### src/rtl/seg7_pkg.sv
// Shared types and glyph constants for the 7-segment capture path.
package seg7_pkg;

  localparam int unsigned SEG_W  = 7;
  localparam int unsigned NIB_W  = 4;
  localparam int unsigned CNT_W  = 16;
  localparam int unsigned ERRC_W = 8;

  localparam logic [SEG_W-1:0] SEG7_BLANK = 7'h7F;

  // Active-low segment patterns, bit0=a .. bit6=g
  localparam logic [SEG_W-1:0] GLYPH_0 = 7'h40;
  localparam logic [SEG_W-1:0] GLYPH_1 = 7'h79;
  localparam logic [SEG_W-1:0] GLYPH_2 = 7'h24;
  localparam logic [SEG_W-1:0] GLYPH_3 = 7'h30;
  localparam logic [SEG_W-1:0] GLYPH_4 = 7'h19;
  localparam logic [SEG_W-1:0] GLYPH_5 = 7'h12;
  localparam logic [SEG_W-1:0] GLYPH_6 = 7'h02;
  localparam logic [SEG_W-1:0] GLYPH_7 = 7'h78;
  localparam logic [SEG_W-1:0] GLYPH_8 = 7'h00;
  localparam logic [SEG_W-1:0] GLYPH_9 = 7'h10;
  localparam logic [SEG_W-1:0] GLYPH_A = 7'h08;
  localparam logic [SEG_W-1:0] GLYPH_B = 7'h03;
  localparam logic [SEG_W-1:0] GLYPH_C = 7'h46;
  localparam logic [SEG_W-1:0] GLYPH_D = 7'h21;
  localparam logic [SEG_W-1:0] GLYPH_E = 7'h06;
  localparam logic [SEG_W-1:0] GLYPH_F = 7'h0E;

  typedef enum logic [1:0] {
    IDLE    = 2'd0,
    SETTLE  = 2'd1,
    CAPTURE = 2'd2,
    HOLD    = 2'd3
  } seg7_state_t;

  typedef struct packed {
    logic             err;
    logic [NIB_W-1:0] nibble;
  } seg7_dec_t;

endpackage

### src/rtl/seg7_glyph_decode.sv
// Combinational segment-pattern to hex-nibble lookup; unknown patterns flag err with nibble 0.
module seg7_glyph_decode
  import seg7_pkg::*;
(
  input  logic [SEG_W-1:0] seg_n,
  output seg7_dec_t        dec_c
);

  always_comb begin
    dec_c.err    = 1'b0;
    dec_c.nibble = 4'h0;
    case (seg_n)
      GLYPH_0: dec_c.nibble = 4'h0;
      GLYPH_1: dec_c.nibble = 4'h1;
      GLYPH_2: dec_c.nibble = 4'h2;
      GLYPH_3: dec_c.nibble = 4'h3;
      GLYPH_4: dec_c.nibble = 4'h4;
      GLYPH_5: dec_c.nibble = 4'h5;
      GLYPH_6: dec_c.nibble = 4'h6;
      GLYPH_7: dec_c.nibble = 4'h7;
      GLYPH_8: dec_c.nibble = 4'h8;
      GLYPH_9: dec_c.nibble = 4'h9;
      GLYPH_A: dec_c.nibble = 4'hA;
      GLYPH_B: dec_c.nibble = 4'hB;
      GLYPH_C: dec_c.nibble = 4'hC;
      GLYPH_D: dec_c.nibble = 4'hD;
      GLYPH_E: dec_c.nibble = 4'hE;
      GLYPH_F: dec_c.nibble = 4'hF;
      default: dec_c.err    = 1'b1;
    endcase
  end

endmodule

### src/rtl/seg7_capture.sv
// Multiplexed 7-segment bus receiver: waits for a stable scan slot, decodes it and emits a stream beat.
// Define SEG7_ERR_COUNT_EN to build the saturating illegal-pattern counter on err_count.
module seg7_capture
  import seg7_pkg::*;
#(
  parameter  int unsigned NUM_DIGITS    = 4,
  parameter  int unsigned STABLE_CYCLES = 16,
  localparam int unsigned IDX_W         = (NUM_DIGITS > 1) ? $clog2(NUM_DIGITS) : 1
) (
  input  logic                      clk,
  input  logic                      rst_n,
  input  logic [SEG_W-1:0]          seg_n,
  input  logic [NUM_DIGITS-1:0]     dig_n,
  output logic                      out_valid,
  input  logic                      out_ready,
  output logic [IDX_W-1:0]          out_idx,
  output logic [NIB_W-1:0]          out_nibble,
  output logic                      out_err,
  output logic [4*NUM_DIGITS-1:0]   digits,
  output logic                      ovf,
  input  logic                      ovf_clr,
  output logic [ERRC_W-1:0]         err_count
);

  localparam int unsigned SMP_W = NUM_DIGITS + SEG_W;
  localparam logic [CNT_W-1:0] STABLE_C = CNT_W'(STABLE_CYCLES);

  logic [SEG_W-1:0]      seg_s1, seg_s2;
  logic [NUM_DIGITS-1:0] dig_s1, dig_s2;
  logic [SMP_W-1:0]      smp_c, prev, hold_ref;
  logic [CNT_W-1:0]      cnt, cnt_inc_c;
  logic [IDX_W-1:0]      idx_c, cap_idx;
  logic [3:0]            low_cnt_c;
  logic                  onehot_c;
  seg7_state_t           state, arm_state_c;
  logic [CNT_W-1:0]      arm_cnt_c;
  seg7_dec_t             dec_c;
  logic                  cap_c, load_c, drop_c;

  // Two-flop synchronizers; reset to blank with no digit selected
  always_ff @(posedge clk or negedge rst_n) begin
    if (!rst_n) begin
      seg_s1 <= '1;
      seg_s2 <= '1;
      dig_s1 <= '1;
      dig_s2 <= '1;
    end else begin
      seg_s1 <= seg_n;
      seg_s2 <= seg_s1;
      dig_s1 <= dig_n;
      dig_s2 <= dig_s1;
    end
  end

  assign smp_c = {dig_s2, seg_s2};

  // Exactly-one-low detection and index of the selected digit
  always_comb begin
    low_cnt_c = 4'd0;
    idx_c     = '0;
    for (int i = 0; i < NUM_DIGITS; i++) begin
      if (!dig_s2[i]) begin
        low_cnt_c = low_cnt_c + 4'd1;
        idx_c     = IDX_W'(i);
      end
    end
    onehot_c = (low_cnt_c == 4'd1);
  end

  // Where a fresh sample leads: start settling at count 1, or straight to capture when one sample suffices
  always_comb begin
    cnt_inc_c   = cnt + CNT_W'(1);
    arm_state_c = IDLE;
    arm_cnt_c   = '0;
    if (onehot_c) begin
      arm_cnt_c   = CNT_W'(1);
      arm_state_c = (STABLE_C <= CNT_W'(1)) ? CAPTURE : SETTLE;
    end
  end

  always_ff @(posedge clk or negedge rst_n) begin
    if (!rst_n) begin
      state    <= IDLE;
      cnt      <= '0;
      cap_idx  <= '0;
      prev     <= '1;
      hold_ref <= '1;
    end else begin
      prev <= smp_c;
      case (state)
        IDLE: begin
          state   <= arm_state_c;
          cnt     <= arm_cnt_c;
          cap_idx <= idx_c;
        end
        SETTLE: begin
          if (smp_c != prev) begin
            state   <= arm_state_c;
            cnt     <= arm_cnt_c;
            cap_idx <= idx_c;
          end else begin
            cnt <= cnt_inc_c;
            if (cnt_inc_c >= STABLE_C) state <= CAPTURE;
          end
        end
        CAPTURE: begin
          // prev still holds the sample that satisfied the stability window
          hold_ref <= prev;
          state    <= HOLD;
        end
        HOLD: begin
          if (smp_c != hold_ref) begin
            state   <= arm_state_c;
            cnt     <= arm_cnt_c;
            cap_idx <= idx_c;
          end
        end
        default: state <= IDLE;
      endcase
    end
  end

  seg7_glyph_decode u_decode (
    .seg_n (prev[SEG_W-1:0]),
    .dec_c (dec_c)
  );

  assign cap_c  = (state == CAPTURE);
  assign load_c = cap_c && (!out_valid || out_ready);
  assign drop_c = cap_c && out_valid && !out_ready;

  // Output beat register and per-digit bank
  always_ff @(posedge clk or negedge rst_n) begin
    if (!rst_n) begin
      out_valid  <= 1'b0;
      out_idx    <= '0;
      out_nibble <= '0;
      out_err    <= 1'b0;
      digits     <= '0;
    end else begin
      if (load_c) begin
        out_valid  <= 1'b1;
        out_idx    <= cap_idx;
        out_nibble <= dec_c.nibble;
        out_err    <= dec_c.err;
      end else if (out_valid && out_ready) begin
        out_valid <= 1'b0;
      end
      if (cap_c && !dec_c.err) begin
        for (int i = 0; i < NUM_DIGITS; i++) begin
          if (cap_idx == IDX_W'(i)) digits[4*i +: 4] <= dec_c.nibble;
        end
      end
    end
  end

  // Sticky overflow; a drop in the same cycle beats the clear
  always_ff @(posedge clk or negedge rst_n) begin
    if (!rst_n) begin
      ovf <= 1'b0;
    end else if (drop_c) begin
      ovf <= 1'b1;
    end else if (ovf_clr) begin
      ovf <= 1'b0;
    end
  end

`ifdef SEG7_ERR_COUNT_EN
  logic [ERRC_W-1:0] err_cnt;
  logic              err_hit_c;

  assign err_hit_c = cap_c && dec_c.err;

  always_ff @(posedge clk or negedge rst_n) begin
    if (!rst_n) begin
      err_cnt <= '0;
    end else if (ovf_clr) begin
      err_cnt <= err_hit_c ? ERRC_W'(1) : '0;
    end else if (err_hit_c && (err_cnt != '1)) begin
      err_cnt <= err_cnt + ERRC_W'(1);
    end
  end

  assign err_count = err_cnt;
`else
  assign err_count = '0;
`endif

endmodule

### config.mk
export PLATFORM = sky130hd
export DESIGN_NAME = seg7_capture
export DESIGN_NICKNAME = d
export VERILOG_FILES = /design/src/rtl/seg7_pkg.sv /design/src/rtl/seg7_glyph_decode.sv /design/src/rtl/seg7_capture.sv
export SDC_FILE = /design/constraint.sdc
export NUM_CORES = 1
export LEC_CHECK = 0
export CORE_MARGIN = 10
export CORE_UTILIZATION = 45
export CTS_BUF_LIST = sky130_fd_sc_hd__clkbuf_2
export DETAILED_ROUTE_END_ITERATION = 7
export PLACE_DENSITY_LB_ADDON = 0.2
export REMOVE_ABC_BUFFERS = 1
export SLEW_MARGIN = 10
export SYNTH_ARGS = -nofsm -noshare
export SYNTH_HDL_FRONTEND = slang
export SYNTH_SLANG_ARGS = --single-unit
### constraint.sdc
create_clock -name clk -period 3.2 [get_ports clk]
set_input_delay 0.48 -clock clk [delete_from_list [all_inputs] [get_ports clk]]
set_output_delay 0.48 -clock clk [all_outputs]
set_load 0.02 [all_outputs]
==> metrics.md, run 1 <==
| Metric | Value |
|---|---|
| Vias per std cell | 5.25 |
| Fillers | between 800 and 900 |
| Clock slew at the register clock pins of the worst setup and hold paths | approximately 0.28 ns |
| Mapped Avg Cell Area | 11.7 um2 |
| Die width | between 100 and 150 um |
| Residual DRC count | 0 |
| Buffers on Ports | 39 |
| WL met2 | 4000 um |
| Met3 wire length | roughly 350 um |
| I/O pin cnt | between 40 and 50 |
| Top post-synthesis cells by area | dfstp_2 27%, dfrtp_1 26%, mux2_2 8.8%, xnor2_1 3.2%, o21ai_0 2.6% |
| Sequential element share of the synthesized area | a little over half |
| Slew margin rel. | 28.6% |
| Total number of vias | approximately 2,800 |
| Flop and latch count out of synthesis | 89 |
| Crit-path slowest cell | dfstp_2 |
| Type of origin of the critical path | register |
| M1 wire length | about 4000 um |
| Fraction of layout cells with a size suffix above 1 | between 20% and 30% |
| Power Density | 388 mW/mm2 |
| Post-synth top area cell | dfstp_2 |
| Post-synthesis async set-or-reset flop share | 100% |
| Antenna violations before repair | 0 |
| Post-synth top cells | 45 x dfrtp_1, 44 x dfstp_2, 34 x mux2_2 |
| R2R Setup Slk | a little under 0.6 ns |
| Hold-fix buffers, CTS | 0 |
| DRT antenna net count | 0 |
| Pwr Total | around 1.9 mW |
| TritonCTS Buffers | 9 |
| Final Skew | between 0.04 and 0.05 ns |
| GRT Overall Usage | 12.3% |
| Core Area | 0.00933 mm2 |
| Crit path arrival time | approximately 3.1 ns |
| RSZ-0062 raised after global routing | false |
| Cell Chain, Critical Path | xor2_1 > nor3_1 > nand4_4 > or2_1 > or3_4 > o31ai_2 |
| Post-detail-place hpwl | 5990 um |
| R2R depth | 6 |
| Worst r2r dst | cnt[11] |
| Reg2reg start | prev[4] |
| Max layer used | met4 |
| Num rows | 35 |
| Number of global-route vias before repair | around 2,800 |
| CTS tree | built |
| Netlist cell types | between 60 and 70 |
| Tcrit/Tclk final | about four fifths |
| Status | complete, no violations |
| Placer congestion estimate | 0.808 |
| TritonCTS sink count | a little under 90 |
| Min-delay worst type | in -> async |
| 1st-iter DRT viols | ~160 |
| Worst setup path startpoint | prev[4] |
| EDFF count, synth | 0 |
| Pin count of the biggest net entering global routing | 90 |
| Yosys top cell area share | a little over a quarter |
| FMAX | 383 MHz |
| Maxcap violations | 0 |
| CTS Buffer Depth | 2 |
| Die ar. | between 0.01 and 0.015 mm2 |
| Netlist Area Pre-Place | ~0.0044 mm2 |
| Final hold vios | 0 |
| WP data required | 3.71 ns |
| # H-tree levels | 3 |
| Initial core utilization | approximately 47% |
| Crit. End Element | register |
| Critical path class | reg -> reg |
| Post-synthesis cell count | 371 |
| Final setup fails | 0 |
| WL final | roughly 8400 um |
| Area Growth Syn to Fin | 13.1% |
| Final net count | between 400 and 500 |
| Synth Warn # | 0 |
| Drt pass-1 iters | 4 |
| CTS resizes | 0 |
| Die H | around 120 um |
| Setup TNS | 0 ns |
| Clock Latency Late Sink | slightly below 0.6 ns |
| Most frequent cell after synthesis | dfrtp_1 |
| Synth Flop Type | dfrtp_1 |
| Number of setup buffers added after CTS | 0 |
| Clk root buf | clkbuf_2 |
| Leak | between 2 and 2.5 nW |
| Grt ovf | 0 |
| WL/cell | around 16 um |
| Global-route wire length before repair | 14,400 um |
| Slew Viols, Final | 0 |
| CP max FO | 14 |
| Inserted Diodes | 0 |
| Slowest stage delay, CP | between 0.7 and 0.8 ns |
| Fin crit period | 2.61 ns |
| VDD IR max | 0.000335 V |
| Worst Tran Pin Value | 1.07 ns |
## cells in the final DEF (no fill, tap or decap), types with 2 or more instances in the layout
cell type and n:
dfrtp_1 45, nor4_4 2, o22ai_1 2, or3_1 2, nand2_1 22, o21ai_0 23
or2_2 4, inv_8 2, buf_4 4, a31oi_1 4, xor2_1 12, and3_1 2
and3b_1 2, o31ai_2 3, dfstp_2 44, mux2_1 2, nor2b_1 4, clkdlybuf4s50_1 38
conb_1 8, nand3b_1 3, inv_1 10, nor4_1 2, xnor2_1 16, a21oi_1 8
nand2b_1 4, nand3_1 13, o21ai_1 2, ha_1 8, mux2_2 34, nor2_1 16
inv_6 2, and2b_1 2, clkbuf_2 9, nand4_1 8, o31ai_1 10, nor3_1 6
## stage by stage
stage	area (um2)	instances	utilization [%]	setup WS, ns	hold WS, ns
floorplan	4240	353	-	0.872	0.184
global placement	4810	524	51.6	0.765	0.346
detailed placement	4810	524	51.6	0.621	0.347
CTS	4930	540	52.9	0.602	0.0519
global route	4930	540	52.9	0.420	0.0770
finish	4930	540	52.9	0.589	0.0459
## registers in the layout, summed over array words and instances (netlist names)
signal      flops
cap_idx         2
cnt            16
dig_s1          4
dig_s2          4
digits         16
hold_ref       11
out_err         1
out_idx         2
out_nibble      4
out_valid       1
ovf             1
prev           11
seg_s1          7
seg_s2          7
state           2
## how the worst max path moves through the flow
stage | end | slack (ns) | cells past startpoint
global placement | cnt[13] | 0.76 | 6
detailed placement | cnt[11] | 0.62 | 6
CTS | cnt[11] | 0.60 | 6
global route | cnt[11] | 0.42 | 6
floorplan | cnt[13] | 0.87 | 6
finish | cnt[11] | 0.59 | 6
## layout make-up
class / count / area [um2] / area share (%)
sequential: 89 / 2280 / 46.3
multi-input combinational: 254 / 1920 / 39.0
timing repair buffer: 42 / 410 / 8.32
tap: 129 / 161 / 3.27
clock inverter: 7 / 71.3 / 1.45
clock buffer: 9 / 45.0 / 0.913
inverter: 10 / 37.5 / 0.761
## layer usage
metal,up-vias,track usage (%)
met5,-,0
met4,0,4.12
met3,11,3.24
met2,49,18.9
met1,1397,16.5
li1,1379,-
## power by group
group | leakage, nW | switching (mW) | total, mW | internal (mW)
Sequential | 1.08 | 0.0379 | 1.21 | 1.17
Combinational | 0.869 | 0.0776 | 0.133 | 0.0551
Clock | 0.0740 | 0.439 | 0.570 | 0.130
## kinds of logic (layout without fill, tap and decap cells)
logic type,Yosys count,count (layout),synth area share (%)
buf+inv,35,68,4.11
mux,37,37,9.53
fa+ha+maj,8,8,2.30
flops,89,89,52.4
compound gates,68,68,11.1
xor+xnor,28,28,5.63
other cells,1,8,0.0861
simple gates,105,105,14.9
## worst max-delay path, delay by kind of cell, from the launching register on
kind            cells  cell delay (ns)
compound gates      1             0.19
flops               1             0.74
xor+xnor            1             0.10
simple gates        4             1.51
No activity file was read; power rests on OpenSTA's default activity.
==> run 2, diff against run 1 <==
- clock period: 3.2 -> 2.4 ns (I/O delays scaled with it)
==> metrics.md, run 2 (synthesis results as in run 1) <==
| Metric | Value |
|---|---|
| Status | complete, no violations |
| Die width | 118 um (unchanged) |
| Buf/Inv on CP | 0 (unchanged) |
| Crit. End Element | register |
| 1st-iter DRT viols | 130 (-16%) |
| Power Density | 511 mW/mm2 (+32%) |
| Tcrit/Tclk final | 95.8% (+14 points) |
| Global-route wire length before repair | 15,000 um (+3.9%) |
| CTS tree | built |
| I/O pin cnt | 48 (unchanged) |
| Slew Viols, Final | 0 (unchanged) |
| VDD IR max | 0.000514 V (+53%) |
| GRT Overall Usage | 12.7% (+0.37 points) |
| Inserted Diodes | 0 (unchanged) |
| WP data required | 2.86 ns (-0.85 ns) |
| TritonCTS sink count | 89 (unchanged) |
| RSZ-0062 raised after global routing | true |
| Post-detail-place hpwl | 6480 um (+8.3%) |
| Final hold vios | 0 (unchanged) |
| Clk root buf | clkbuf_2 |
| Slowest stage delay, CP | 0.67 ns (-0.07 ns) |
| Area Growth Syn to Fin | 20.9% |
| Clock slew at the register clock pins of the worst setup and hold paths | 0.26 ns (-0.02 ns) |
| Met3 wire length | 372 um (+6.6%) |
| Slew margin rel. | 53.2% (+25 points) |
| Register area | 0.00228 mm2 (about the same) |
| R2R Setup Slk | 0.10 ns (-0.49 ns) |
| Worst Tran Pin Value | 0.701 ns (-0.369 ns) |
| Crit path arrival time | 2.76 ns (-0.36 ns) |
| Max layer used | met4 |
| Min-delay worst type | in -> reg |
| Number of global-route vias before repair | 3,062 (+7.7%) |
| Crit-path slowest cell | dfstp_2 |
| Leak | 2.21 nW (+9.1%) |
| Fin crit period | 2.30 ns (-0.311 ns) |
| Drt pass-1 iters | 4 (unchanged) |
| Final WS setup | 0.101 ns (-0.489 ns) |
| Final setup fails | 0 (unchanged) |
| Hold_ws | 0.173 ns (+0.127 ns) |
| TritonCTS Buffers | 9 (unchanged) |
| Pin count of the biggest net entering global routing | 55 (-39%) |
| Part of the power in combinational logic | 8.4% (+1.5 points) |
| Die H | 118 um (unchanged) |
| CP max FO | 7 (-7) |
| Share of power burned in registers | 59.7% (-3.6 points) |
| Final net count | 460 (+7.2%) |
| Grt ovf | 0 (unchanged) |
| CTS Buffer Depth | 2 (unchanged) |
| Maxcap violations | 0 (unchanged) |
| Placement Setup Slack | 0.0516 ns (-0.570 ns) |
| WL/cell | 15.6 um (-0.34%) |
| Clock Latency Late Sink | 0.54 ns (-0.04 ns) |
| Critical path class | reg -> reg |
| Most frequent cells in the layout | 44 x dfrtp_1, 44 x dfstp_2, 38 x clkdlybuf4s50_1 |
| Residual DRC count | 0 (unchanged) |
| Final Skew | 0.0408 ns (-0.0000102 ns) |
| # H-tree levels | 3 (unchanged) |
| WL final | 8900 um (+5.4%) |
| Die ar. | 0.0140 mm2 (unchanged) |
| Num rows | 35 (unchanged) |
| Antenna violations before repair | 0 (unchanged) |
| Total number of vias | 2,986 (+5.3%) |
| FMAX | 435 MHz (+14%) |
| M1 wire length | 4020 um (+1.3%) |
| Core Area | 0.00933 mm2 (unchanged) |
| WL met2 | 4400 um (+10%) |
| Internal Power | 2.01 mW (+48%) |
| Buffers on Ports | 39 (unchanged) |
| Multi-input logic area | 0.00199 mm2 (+3.5%) |
| Sw power | 0.679 mW (+22%) |
| Placer congestion estimate | 0.808 (about the same) |
| Type of origin of the critical path | register |
| Cell Chain, Critical Path | xor2_1 > nor4_4 > nand4_4 > or2_1 > or3_4 > o31ai_2 |
| DRT antenna net count | 0 (unchanged) |
| Top Family by Delay on Critical Path | simple AND/OR/NAND/NOR gates |
| Largest regs | cnt x16, digits x16 |
| Initial core utilization | 46.7% (unchanged) |
| Clk pwr share | 31.9% (+2.1 points) |
| Setup TNS | 0 ns (unchanged) |
| Switching share of power | 25.2% (-3.8 points) |
| Fillers | 790 (-6.0%) |
| Fraction of layout cells with a size suffix above 1 | 33.7% (+5.7 points) |
| Vias per std cell | 5.23 (-0.43%) |
run 2: cell types whose count changed in the layout (fill, tap and decap cells not counted), moves of 2 or more:
cell,before,now
inv_8,2,0
ha_1,8,6
ha_4,0,2
clkinv_1,0,2
bufinv_16,0,2
buf_4,4,33
run 2: stage by stage:
| stage | area (um2) | utilization [%] | power (mW) | std cells |
|---|---|---|---|---|
| floorplan | 4240 | - | 1.73 | 353 |
| global placement | 4980 | 53.4 | 1.83 | 545 |
| detailed placement | 4980 | 53.4 | 1.84 | 545 |
| CTS | 5140 | 55.1 | 2.72 | 562 |
| global route | 5270 | 56.5 | 2.82 | 571 |
| finish | 5270 | 56.5 | 2.69 | 571 |
run 2: worst paths after layout:
kind / end / cells after the start / from
worst max-delay path: cnt[11] / 6 / prev[3]
worst min-delay path: seg_s1[3] / 1 / seg_n[3]
worst max register to register: cnt[11] / 6 / prev[3]
worst min register to register: seg_s2[0] / 0 / seg_s1[0]
max in group asynchronous: prev[9] / 3 / rst_n
min in group asynchronous: out_nibble[0] / 2 / rst_n
run 2: final cells by class:
cell class / count / share of cell area (%)
Multi-Input combinational cell: 254 / 37.8
Clock inverter: 7 / 1.76
Sequential cell: 89 / 43.3
Clock buffer: 9 / 0.855
Tap cell: 129 / 3.06
Timing Repair Buffer: 73 / 12.5
Inverter: 10 / 0.712
run 2: power groups by stage:
| stage | Sequential, mW | Combinational, mW | Clock (mW) |
|---|---|---|---|
| floorplan | 1.62 | 0.107 | 0 |
| global placement | 1.63 | 0.202 | 0 |
| detailed placement | 1.63 | 0.206 | 0 |
| CTS | 1.61 | 0.211 | 0.896 |
| global route | 1.61 | 0.254 | 0.953 |
| finish | 1.61 | 0.226 | 0.857 |
run 2: routing by layer:
layer | global-route usage [%] | up-vias
li1 | - | 1445
met1 | 15.7 | 1470
met2 | 21.3 | 61
met3 | 3.43 | 10
met4 | 3.66 | 0
met5 | 0 | -
run 2: timing repair:
action	4_1_cts	5_1_grt
pin swaps	0	3
hold buffers	1	0
hold endpoints to repair	41	0
setup endpoints to repair	1	21
buffers inserted	0	9
gates resized for setup	1	9
run 2: worst reg2reg max path, cell delays in order, from the launching register on:
cell,delay [ns]
dfstp_2,0.67
xor2_1,0.15
nor4_4,0.36
nand4_4,0.19
or2_1,0.27
or3_4,0.37
o31ai_2,0.19
